**config.mk**
```make
export PLATFORM = sky130hd
export DESIGN_NAME = mcpu_irq_ctrl
export DESIGN_NICKNAME = d
export VERILOG_FILES = /design/src/rtl/mcpu_irq_ctrl.sv
export SDC_FILE = /design/constraint.sdc
export NUM_CORES = 1
export LEC_CHECK = 0
export CAP_MARGIN = 5
export CORE_UTILIZATION = 40
export CTS_CLUSTER_SIZE = 24
export DETAILED_ROUTE_END_ITERATION = 8
export PLACE_DENSITY_LB_ADDON = 0.05
export SYNTH_ARGS = -nofsm -noshare
export SYNTH_HDL_FRONTEND = slang
export SYNTH_SLANG_ARGS = --single-unit
```
**constraint.sdc**
```tcl
create_clock -name clk_sys -period 2.4 [get_ports clk_sys]
set_input_delay 0.36 -clock clk_sys [delete_from_list [all_inputs] [get_ports clk_sys]]
set_output_delay 0.36 -clock clk_sys [all_outputs]
set_load 0.05 [all_outputs]
```
**src/rtl/mcpu_irq_ctrl.sv**
```systemverilog
// Main-CPU interrupt controller: NSRC edge-triggered maskable sources with fixed priority,
// IM2/IM1 vectoring on acknowledge, timed NMI pulse, CPU clock enable and read-data latch.
//
// NMI state | meaning
// ----------+--------------------------------------------------------------
// NMI_IDLE  | nmi_n released; waiting for a rising edge on nmi_in
// NMI_HOLD  | nmi_n low; counter runs down on cen, leave one cycle after 0
module mcpu_irq_ctrl #(
   parameter int         NSRC     = 4,
   parameter int         CEN_DIV  = 16,
   parameter int         IM2      = 1,
   parameter logic [7:0] VEC_BASE = 8'hE0,
   parameter int         VEC_STEP = 2,
   parameter logic [7:0] IO_BASE  = 8'h00,
   parameter int         NMI_CEN  = 4
) (
   input  logic            clk_sys,
   input  logic            reset,
   output logic            cen,
   input  logic [NSRC-1:0] src_in,
   input  logic            nmi_in,
   input  logic [7:0]      cpu_ab,
   input  logic [7:0]      cpu_dout,
   input  logic            cpu_io,
   input  logic            cpu_m1,
   input  logic            cpu_wr,
   input  logic            cpu_rd,
   input  logic [7:0]      bus_din,
   output logic [7:0]      cpu_di,
   output logic            int_n,
   output logic            nmi_n,
   output logic [NSRC-1:0] pending
);

   localparam logic [7:0] DIV_LAST = 8'(CEN_DIV - 1);
   localparam logic [7:0] VSTEP    = 8'(VEC_STEP);
   localparam logic [7:0] NMI_LOAD = 8'(NMI_CEN);
   localparam logic [7:0] IO_PEND  = IO_BASE + 8'd1;

   typedef enum logic {NMI_IDLE, NMI_HOLD} nmi_state_t;

   logic [7:0]      div_cnt;
   logic [NSRC-1:0] mask;
   logic [NSRC-1:0] src_d;
   logic            ack_d;
   logic            wr_d;
   logic            nmi_d;

   logic            ack;
   logic            io_rd;
   logic            io_wr;
   logic            ack_rise;
   logic            wr_rise;
   logic            nmi_rise;
   logic [NSRC-1:0] src_rise;

   logic [NSRC-1:0] cand;
   logic [NSRC-1:0] ack_clr;
   logic [NSRC-1:0] w1c_clr;
   logic [7:0]      ack_vec;
   logic [7:0]      rd_mask;
   logic [7:0]      rd_pend;

   nmi_state_t      nmi_state;
   nmi_state_t      nmi_next;
   logic [7:0]      nmi_cnt;

   // Data bits above NSRC have no register behind them.
   logic            unused_dout_hi;
   assign unused_dout_hi = ^cpu_dout;

   always_ff @(posedge clk_sys or posedge reset) begin
      if (reset)
         div_cnt <= '0;
      else if (div_cnt == DIV_LAST)
         div_cnt <= '0;
      else
         div_cnt <= div_cnt + 8'd1;
   end

   assign cen = (div_cnt == DIV_LAST);

   assign ack      = cpu_io & cpu_m1;
   assign io_rd    = cpu_io & cpu_rd & ~cpu_m1;
   assign io_wr    = cpu_io & cpu_wr & ~cpu_m1;
   assign ack_rise = ack & ~ack_d;
   assign wr_rise  = io_wr & ~wr_d;
   assign nmi_rise = nmi_in & ~nmi_d;
   assign src_rise = src_in & ~src_d;

   always_ff @(posedge clk_sys or posedge reset) begin
      if (reset) begin
         src_d <= '0;
         ack_d <= 1'b0;
         wr_d  <= 1'b0;
         nmi_d <= 1'b0;
      end else begin
         src_d <= src_in;
         ack_d <= ack;
         wr_d  <= io_wr;
         nmi_d <= nmi_in;
      end
   end

   // Scan from lowest priority upward so the last hit is the winning (lowest) index.
   always_comb begin
      cand    = pending & mask;
      ack_clr = '0;
      ack_vec = 8'hFF;
      for (int i = NSRC - 1; i >= 0; i--) begin
         if (cand[i]) begin
            ack_clr    = '0;
            ack_clr[i] = ack_rise;
            ack_vec    = (IM2 != 0) ? (VEC_BASE + VSTEP * 8'(i)) : 8'hFF;
         end
      end
   end

   always_comb begin
      w1c_clr = '0;
      if (wr_rise && (cpu_ab == IO_PEND))
         w1c_clr = cpu_dout[NSRC-1:0];
   end

   // Clears are applied first so a same-cycle source edge always survives.
   always_ff @(posedge clk_sys or posedge reset) begin
      if (reset) begin
         mask    <= '1;
         pending <= '0;
      end else begin
         if (wr_rise && (cpu_ab == IO_BASE))
            mask <= cpu_dout[NSRC-1:0];
         pending <= (pending & ~(w1c_clr | ack_clr)) | src_rise;
      end
   end

   always_ff @(posedge clk_sys or posedge reset) begin
      if (reset)
         int_n <= 1'b1;
      else
         int_n <= ~|(pending & mask);
   end

   always_comb begin
      rd_mask             = '0;
      rd_mask[NSRC-1:0]   = mask;
      rd_pend             = '0;
      rd_pend[NSRC-1:0]   = pending;
   end

   always_ff @(posedge clk_sys or posedge reset) begin
      if (reset)
         cpu_di <= 8'hFF;
      else if (ack) begin
         if (ack_rise)
            cpu_di <= ack_vec;
      end else if (io_rd && (cpu_ab == IO_BASE))
         cpu_di <= rd_mask;
      else if (io_rd && (cpu_ab == IO_PEND))
         cpu_di <= rd_pend;
      else if (cpu_rd)
         cpu_di <= bus_din;
   end

   always_ff @(posedge clk_sys or posedge reset) begin
      if (reset)
         nmi_state <= NMI_IDLE;
      else
         nmi_state <= nmi_next;
   end

   always_comb begin
      nmi_next = nmi_state;
      case (nmi_state)
         NMI_IDLE: if (nmi_rise) nmi_next = NMI_HOLD;
         NMI_HOLD: if (!nmi_rise && (nmi_cnt == 8'd0)) nmi_next = NMI_IDLE;
         default:  nmi_next = NMI_IDLE;
      endcase
   end

   always_comb begin
      nmi_n = (nmi_state == NMI_IDLE);
   end

   always_ff @(posedge clk_sys or posedge reset) begin
      if (reset)
         nmi_cnt <= '0;
      else if (nmi_rise)
         nmi_cnt <= NMI_LOAD;
      else if (cen && (nmi_cnt != 8'd0))
         nmi_cnt <= nmi_cnt - 8'd1;
   end

endmodule
```
Word-level counts from Yosys, hierarchy flattened
Cells that the tools add are included.
W data, S select, Z words.
Storage, ports and cells
  register bits after elaboration: 41
Operators by class
  multiplexer cells: 20
  bitwise gates (word level): 20
  add/sub/neg operators: 2
  eq/ne operators: 3
  reduce and logical (&&, ||, !) cells: 15
Operator list (count)
  $mux W8: 11
  $mux W4: 5
  $logic_not A8 Y1: 2
  $and A4 B4 Y4: 3
  $add A8 B1 Y8 const B: 1
  $and A1 B1 Y1: 8
  $eq A8 B1 Y1 const B: 1
  $eq A8 B4 Y1 const B: 1
  $not A4 Y4: 2
  $or A4 B4 Y4: 2
  $reduce_bool A8 Y1: 1
  $sub A8 B1 Y8 const B: 1
  $logic_and A1 B1 Y1: 6
  $mux W5: 1
  $not A1 Y1: 5
  $reduce_bool A4 Y1: 1
  $reduce_or A4 Y1: 1
  $logic_not A1 Y1: 2
  $mux W1: 2
  $ne A2 B1 Y1 const B: 1
  $pmux W1 S2: 1
  $reduce_and A2 Y1: 1
  $reduce_bool A2 Y1: 1

Depth between registers and ports, before layout
Gate-level depths: netlist (run 1).
  word-level depth: 10
  depth in mapped cells: 6

Worst setup path before layout (run 1)
OpenSTA, ideal clock, no wires.
  path kind: reg-to-reg
  from: register div_cnt[5]
  to: register nmi_cnt[4]
  period minus slack after synthesis: 2.072 ns
  arrival: 1.947 ns
  path slack: 0.328 ns
  buffers on the path: 1
  stages on the path, launching flop included: 6
  cell sequence: dfrtp_1 or3_1 nor3_1 clkbuf_1 nand4_1 mux2i_1
Between the ends
  word-level cells in the longest chain between the ends: 3
RTL lines
  start: declaration: line 42  | logic [7:0] div_cnt;
  start signal: assignment: line 78  | div_cnt <= div_cnt + 8'd1;
  $eq A8 B4 Y1: line 81  | assign cen = (div_cnt == DIV_LAST);
  via cen: line 19  | output logic cen,
  $logic_and A1 B1 Y1: line 190  | else if (cen && (nmi_cnt != 8'd0))
  $reduce_bool A2 Y1 (no source line)
  end signal: assignment: line 191  | nmi_cnt <= nmi_cnt - 8'd1;
  end: declaration: line 66  | logic [7:0] nmi_cnt;
The timed path passes the listed nets, and every way through them passes these cells.
A chain may end at the register's enable or synchronous reset.

Final worst setup path (run 1)
  from: register div_cnt[5]
  to: output port cen
Between the ends
  word-level cells in the longest chain between the ends: 1
RTL lines (line)
  $eq A8 B4 Y1: 81
  end: declaration: 19
No other way between the ends.

==> results of run 1 <==
==> kinds of logic (layout without fill, tap and decap cells) <==
kind of cell | Yosys count | count (layout) | synth area share
AND/OR/NAND/NOR | 72 | 72 | 0.206
AO/OA/AOI/OAI | 42 | 42 | 0.135
flip-flops | 41 | 41 | 0.524
buffers and inverters | 19 | 75 | 0.0358
multiplexers | 11 | 11 | 0.0585
XOR/XNOR | 5 | 5 | 0.0220
adder cells (fa/ha/maj) | 3 | 3 | 0.0189
==> cell usage in the layout, fill, tap and decap left out, types with 2 or more instances in the layout <==
master           instances
a211oi_1                 2
a21oi_1                 11
a22o_1                   2
a31oi_1                  4
and3_1                   3
buf_4                    6
clkbuf_8                 5
clkdlybuf4s50_1         44
dfrtp_1                 28
dfstp_2                 13
ha_1                     3
inv_1                   16
mux2_2                   5
mux2i_1                  6
nand2_1                 11
nand2b_1                 7
nand3_1                  9
nand4_1                  4
nor2_1                  16
nor2b_1                  2
nor3_1                   2
nor4bb_1                 3
o211ai_1                 4
o21ai_0                 10
or3_1                    3
xor2_1                   4
==> routing by layer <==
layer / global-route usage / share of wire / wire, microns
met3: 0.0417 / 0.035 / 154
met2: 0.329 / 0.52 / 2300
met4: 0.0871 / 0.020 / 87
met5: 0 / 0 / 0
met1: 0.210 / 0.42 / 1860
==> power groups by stage <==
stage               clock network (uW)  registers [uW]  logic [uW]
finish                             557             762         306
global route                       604             768         331
CTS                                567             763         308
detailed placement                   0             775         307
global placement                     0             774         302
floorplan                            0             856        95.2
==> worst max-delay path, cell delays in order, from the launching register on <==
cell,delay (ns)
dfrtp_1,0.41
or3_1,0.43
nor3_1,0.15
buf_4,0.21
buf_12,0.15
==> state kept, by name, indices dropped and copies added, names as in the netlist <==
register   cells
ack_d          1
cpu_di         8
div_cnt        8
int_n          1
mask           4
nmi_cnt        8
nmi_d          1
nmi_state      1
pending        4
src_d          4
wr_d           1
==> through the flow <==
stage               std cells  setup WS, ns
finish                    316         0.395
detailed placement        308         0.166
CTS                       316         0.377
floorplan                 193         0.328
global placement          308         0.246
global route              316         0.293
==> area by class of cell <==
| cell class | count | area [sq um] |
|---|---|---|
| clock buffers | 6 | 72.6 |
| clock inverters | 2 | 38.8 |
| fillers | 426 | 2080 |
| inverters | 16 | 60.1 |
| multi-input cells | 133 | 876 |
| flip-flops and latches | 41 | 1040 |
| well taps | 67 | 83.8 |
| repair buffers | 51 | 505 |
==> how the worst max path moves through the flow <==
stage,start,endpoint,slack [ns]
CTS,div_cnt[5],cen,0.38
global placement,cpu_io,mask[3],0.25
finish,div_cnt[5],cen,0.40
detailed placement,cpu_io,mask[3],0.17
global route,div_cnt[5],cen,0.29
floorplan,div_cnt[5],nmi_cnt[4],0.33
==> flow_metrics.env, run 1 <==
export IMPL_synth_area_per_cell_sq_um=10.3
export IMPL_cts_sinks=41
export IMPL_vias_per_cell=5.17
export IMPL_overflow=0
export IMPL_holdPathEnd="pending[3]"
export IMPL_antennaDiodeCount=0
export IMPL_post_cts_setup_buffers=0
export IMPL_htreeDepth=2
export IMPL_dieArea_sq_um=5260
export IMPL_sequentialPowerShare=0.469
export IMPL_setup_tns_final_ns=0
export IMPL_synth_largest_area_cell="dfrtp_1"
export IMPL_start_util=0.418
export IMPL_skew_ns=0.0127
export IMPL_internal_power_uw=1180
export IMPL_net_switching_power_uw=443
export IMPL_finish_instance_area_sq_um=2680
export IMPL_port_buffers=45
export IMPL_switching_share=0.273
export IMPL_comb_power_share=0.188
export IMPL_worstPathRequired_ns=2.04
export IMPL_synth_cells=193
export IMPL_ys_ff_latch=41
export IMPL_rr_worst_depth=4
export IMPL_synth_seq_area_share=0.524
export IMPL_hp_class="flip-flop to flip-flop"
export IMPL_wl_microns=4400
export IMPL_rsz0062_at_grt="no"
export IMPL_num_io_pins=50
export IMPL_hold_depth=1
export IMPL_grt_pass1_vias=1691
export IMPL_worstSkewPairLatency_ns=0.30
export IMPL_status="complete, no violations"
export IMPL_grt_util_all_layers=0.185
export IMPL_drtPass1Iterations=4
export IMPL_wl_per_cell_microns=13.9
export IMPL_max_vdd_ir_drop_v=0.000377
export IMPL_dr_first_iter_drc_count=75
export IMPL_critPathLaunchType="flip-flop"
export IMPL_fp_coreArea_sq_um=4750
export IMPL_dpl_hpwl_microns=3270
export IMPL_cts_tree="built"
export IMPL_gp_congestion=0.825
export IMPL_async_flop_share=1.00
export IMPL_end_kind="primary output"
export IMPL_clkTransAtPathRegs_ns=0.09
export IMPL_syn_nets=231
export IMPL_relSlewSlack=0.652
export IMPL_rows=25
export IMPL_die_h_microns=72.5
export IMPL_grt_pass1_wl_microns=7430
export IMPL_p_total_uw=1620
export IMPL_yosys_top_cells_area="dfrtp_1 35%, dfstp_2 17%, mux2i_1 3.0%"
export IMPL_r2r_end="nmi_cnt[7]"
export IMPL_synth_edff_count=0
export IMPL_synth_top_cell_area_share=0.352
export IMPL_synthDistinctLibCells=46
export IMPL_holdBufCountCts=0
export IMPL_postLayoutCoreUtil=0.563
export IMPL_synth_warnings=0
export IMPL_hold_slack_ns=0.408
export IMPL_syn_to_final_growth_pct=34.7
export IMPL_place_area_sq_um=2570
export IMPL_fin_crit_sh=0.835
export IMPL_fmax_mhz=499
export IMPL_fp_dieW_microns=72.5
export IMPL_clockBufferDepth=2
export IMPL_nets=286
export IMPL_hold_path_startpoint="src_d[3]"
export IMPL_power_density_nw_per_um2=606
export IMPL_post_cts_resized=0
export IMPL_antenna_found_initial=0
export IMPL_num_vias=1634
export IMPL_drc=0
export IMPL_power_frac_clock=0.343
export IMPL_synthMostInstantiatedCell="dfrtp_1"
export IMPL_syn_area_sq_um=1990
export IMPL_reg2reg_from="nmi_cnt[2]"
export IMPL_netlist_top_cells_count="28 x dfrtp_1, 16 x inv_1, 16 x nor2_1"
export IMPL_setup_viol=0
export IMPL_grt_start_max_net_pins=42
export IMPL_hold_viol=0
export IMPL_cp_max_fo=11
export IMPL_period_needed_ns=2.00
export IMPL_cts_root_buf="clkbuf_8"
export IMPL_ant_nets=0
export IMPL_cts_buffers=5
export IMPL_worst_pin_slew_ns=0.522
export IMPL_timing_final_max_slew_violations=0
export IMPL_maxCapViolations=0
export IMPL_synth_top_flop_cell="dfrtp_1"
export IMPL_power_leakage_uw=0.00121
export IMPL_r2r_slack_ns=0.44
export IMPL_worst_endpoint_arrival_ns=1.64
export IMPL_critical_path_class="flip-flop to primary output"
export IMPL_drive_gt1_frac=0.157
Note: power is estimated with default switching activity, not from simulation.
==> run 2, diff against run 1 <==
Clock period 2.4 ns to 1.9 ns, I/O delays scaled along.
==> run 2 against run 1 <==
The run now ends with setup timing left. Sequential power up 26%. Routed wire length up 2.2%. Clock skew down 0.0063 ns. Setup slack worse by 0.41 ns. Register-to-register slack worse by 0.45 ns. Worst hold slack worse by 0.058 ns. Flip-flop and latch count unchanged. Largest power group unchanged. Critical path depth unchanged. Design area up 4.5%. Non-clock buffer count up 14. Sequential share of layout area down 1.7 points. Highest routed layer unchanged. Critical endpoint is now nmi_cnt[7]. Total power up 28%.
==> flow_metrics.env, run 2 (same netlist as run 1, synthesis figures left out) <==
export IMPL_critPathLaunchType="flip-flop"
export IMPL_cts_tree="built"
export IMPL_rr_worst_depth=4
export IMPL_grt_util_all_layers=0.192
export IMPL_end_kind="flip-flop"
export IMPL_status="complete, but fails checks"
export IMPL_start_util=0.418
export IMPL_timing_final_ws_setup_ns=-0.0113
export IMPL_period_needed_ns=1.91
export IMPL_crit_slowest_cell="or4_4"
export IMPL_die_h_microns=72.5
export IMPL_num_io_pins=50
export IMPL_maxCapViolations=0
export IMPL_gp_congestion=0.836
export IMPL_wl_per_cell_microns=13.6
export IMPL_max_vdd_ir_drop_v=0.000406
export IMPL_ant_nets=0
export IMPL_crit_family="simple AND/OR/NAND/NOR gates"
export IMPL_cp_startpoint="nmi_cnt[1]"
export IMPL_worstSkewPairLatency_ns=0.29
export IMPL_hold_viol=0
export IMPL_dr_first_iter_drc_count=79
export IMPL_htreeDepth=2
export IMPL_violations="setup timing"
export IMPL_port_buffers=45
export IMPL_syn_to_final_growth_pct=40.8
export IMPL_routed_top_layer="met4"
export IMPL_fin_crit_sh=1.01
export IMPL_drc=0
export IMPL_antennaDiodeCount=0
export IMPL_clockBufferDepth=2
export IMPL_fp_dieW_microns=72.5
export IMPL_hp_class="input pin to async pin"
export IMPL_wl_microns=4500
export IMPL_dpl_hpwl_microns=3380
export IMPL_grt_pass1_vias=1767
export IMPL_worstPathRequired_ns=2.12
export IMPL_nets=300
export IMPL_vias_per_cell=5.05
export IMPL_relSlewSlack=0.668
export IMPL_critical_path_class="flip-flop to flip-flop"
export IMPL_drive_gt1_frac=0.270
export IMPL_cp_max_fo=4
export IMPL_drtPass1Iterations=4
export IMPL_worst_endpoint_arrival_ns=2.14
export IMPL_power_density_nw_per_um2=743
export IMPL_setup_viol=1
export IMPL_rows=25
export IMPL_wl_met3_microns=128
export IMPL_final_common_cell="clkdlybuf4s50_1"
export IMPL_antenna_found_initial=0
export IMPL_holdBufCountCts=0
export IMPL_skew_ns=0.00642
export IMPL_num_vias=1667
export IMPL_rsz0062_at_grt="yes"
export IMPL_top_regs="cpu_di x8, div_cnt x8, nmi_cnt x8"
export IMPL_cpMostUsedCell="or4_4"
export IMPL_slowest_delay_ns=0.54
export IMPL_power_leakage_uw=0.00131
export IMPL_wl_met1_microns=1910
export IMPL_postLayoutCoreUtil=0.589
export IMPL_path_cells="or3_1 -> or4_4 -> or4_4 -> a21oi_2"
export IMPL_final_cell_mix="32 x clkdlybuf4s50_1, 31 x buf_4, 28 x dfrtp_1, 16 x inv_1, 16 x nor2_1"
export IMPL_r2r_end="nmi_cnt[7]"
export IMPL_cts_sinks=41
export IMPL_routed_wl_met2_microns=2400
export IMPL_fmax_mhz=523
export IMPL_reg2reg_from="nmi_cnt[1]"
export IMPL_cts_buffers=5
export IMPL_fp_coreArea_sq_um=4750
export IMPL_grt_start_max_net_pins=42
export IMPL_cp_num_buf_inv=0
export IMPL_clkTransAtPathRegs_ns=0.08
export IMPL_worst_pin_slew_ns=0.497
export IMPL_dieArea_sq_um=5260
export IMPL_cts_root_buf="clkbuf_8"
export IMPL_grt_pass1_wl_microns=7740
export IMPL_hold_slack_ns=0.350
export IMPL_overflow=0
export IMPL_timing_final_max_slew_violations=0
export IMPL_r2r_slack_ns=-0.01
run 2: cell count changes in the layout (fill, tap and decap cells not counted), sizes merged:
cell	previous run	this run
buf	7	33
clkdlybuf4s50	44	32
clkinv	1	0
clkinvlp	0	1
run 2: final cells by class:
class                      instances  area [sq um]
clock buffer                       6          82.6
clock inverter                     2          37.5
fill                             426          1950
inverter                          16          60.1
multi-input combinational        133           901
sequential                        41          1040
tap                               67          83.8
timing repair buffer              65           593
run 2: worst max path at each step:
stage                 endpoint  slack, ns  cells after the start
floorplan           nmi_cnt[7]       0.04                      4
global placement     cpu_di[1]      -0.07                      6
detailed placement   cpu_di[1]      -0.07                      6
CTS                 nmi_cnt[7]      -0.01                      4
global route        nmi_cnt[7]      -0.08                      4
finish              nmi_cnt[7]      -0.01                      4
run 2: metrics by stage:
step	TNS, ns	cell area (sq um)	instances	setup slack [ns]	power (uW)
2_1_floorplan	0	1990	193	0.0426	1200
6_report	-0.0113	2800	330	-0.0113	2080
3_5_place_dp	-0.401	2630	319	-0.0715	1370
3_3_place_gp	-0.345	2630	319	-0.0719	1360
5_1_grt	-0.205	2800	330	-0.0846	2180
4_1_cts	-0.0202	2790	329	-0.0114	2100
run 2: worst reg2reg max path: stages (launching register included):
cell     delay (ns)
dfrtp_1        0.38
or3_1          0.37
or4_4          0.54
or4_4          0.43
a21oi_2        0.12
run 2: layer usage:
metal  track usage  vias up
met2         0.354       26
met4        0.0719        0
met5             0        -
li1              -      827
met3        0.0347        5
met1         0.219      809
run 2: repair_timing:
action,CTS,global route
cloned,0,0
setup buffers,2,1
endpoints found under the setup margin,3,5
gates resized for setup,4,2
pin swaps,2,3
run 2: where the power goes:
group	switching (uW)	internal (uW)	leakage, uW
combinational	230	163	0.000770
clock	300	427	0.0000574
sequential	24.9	937	0.000480
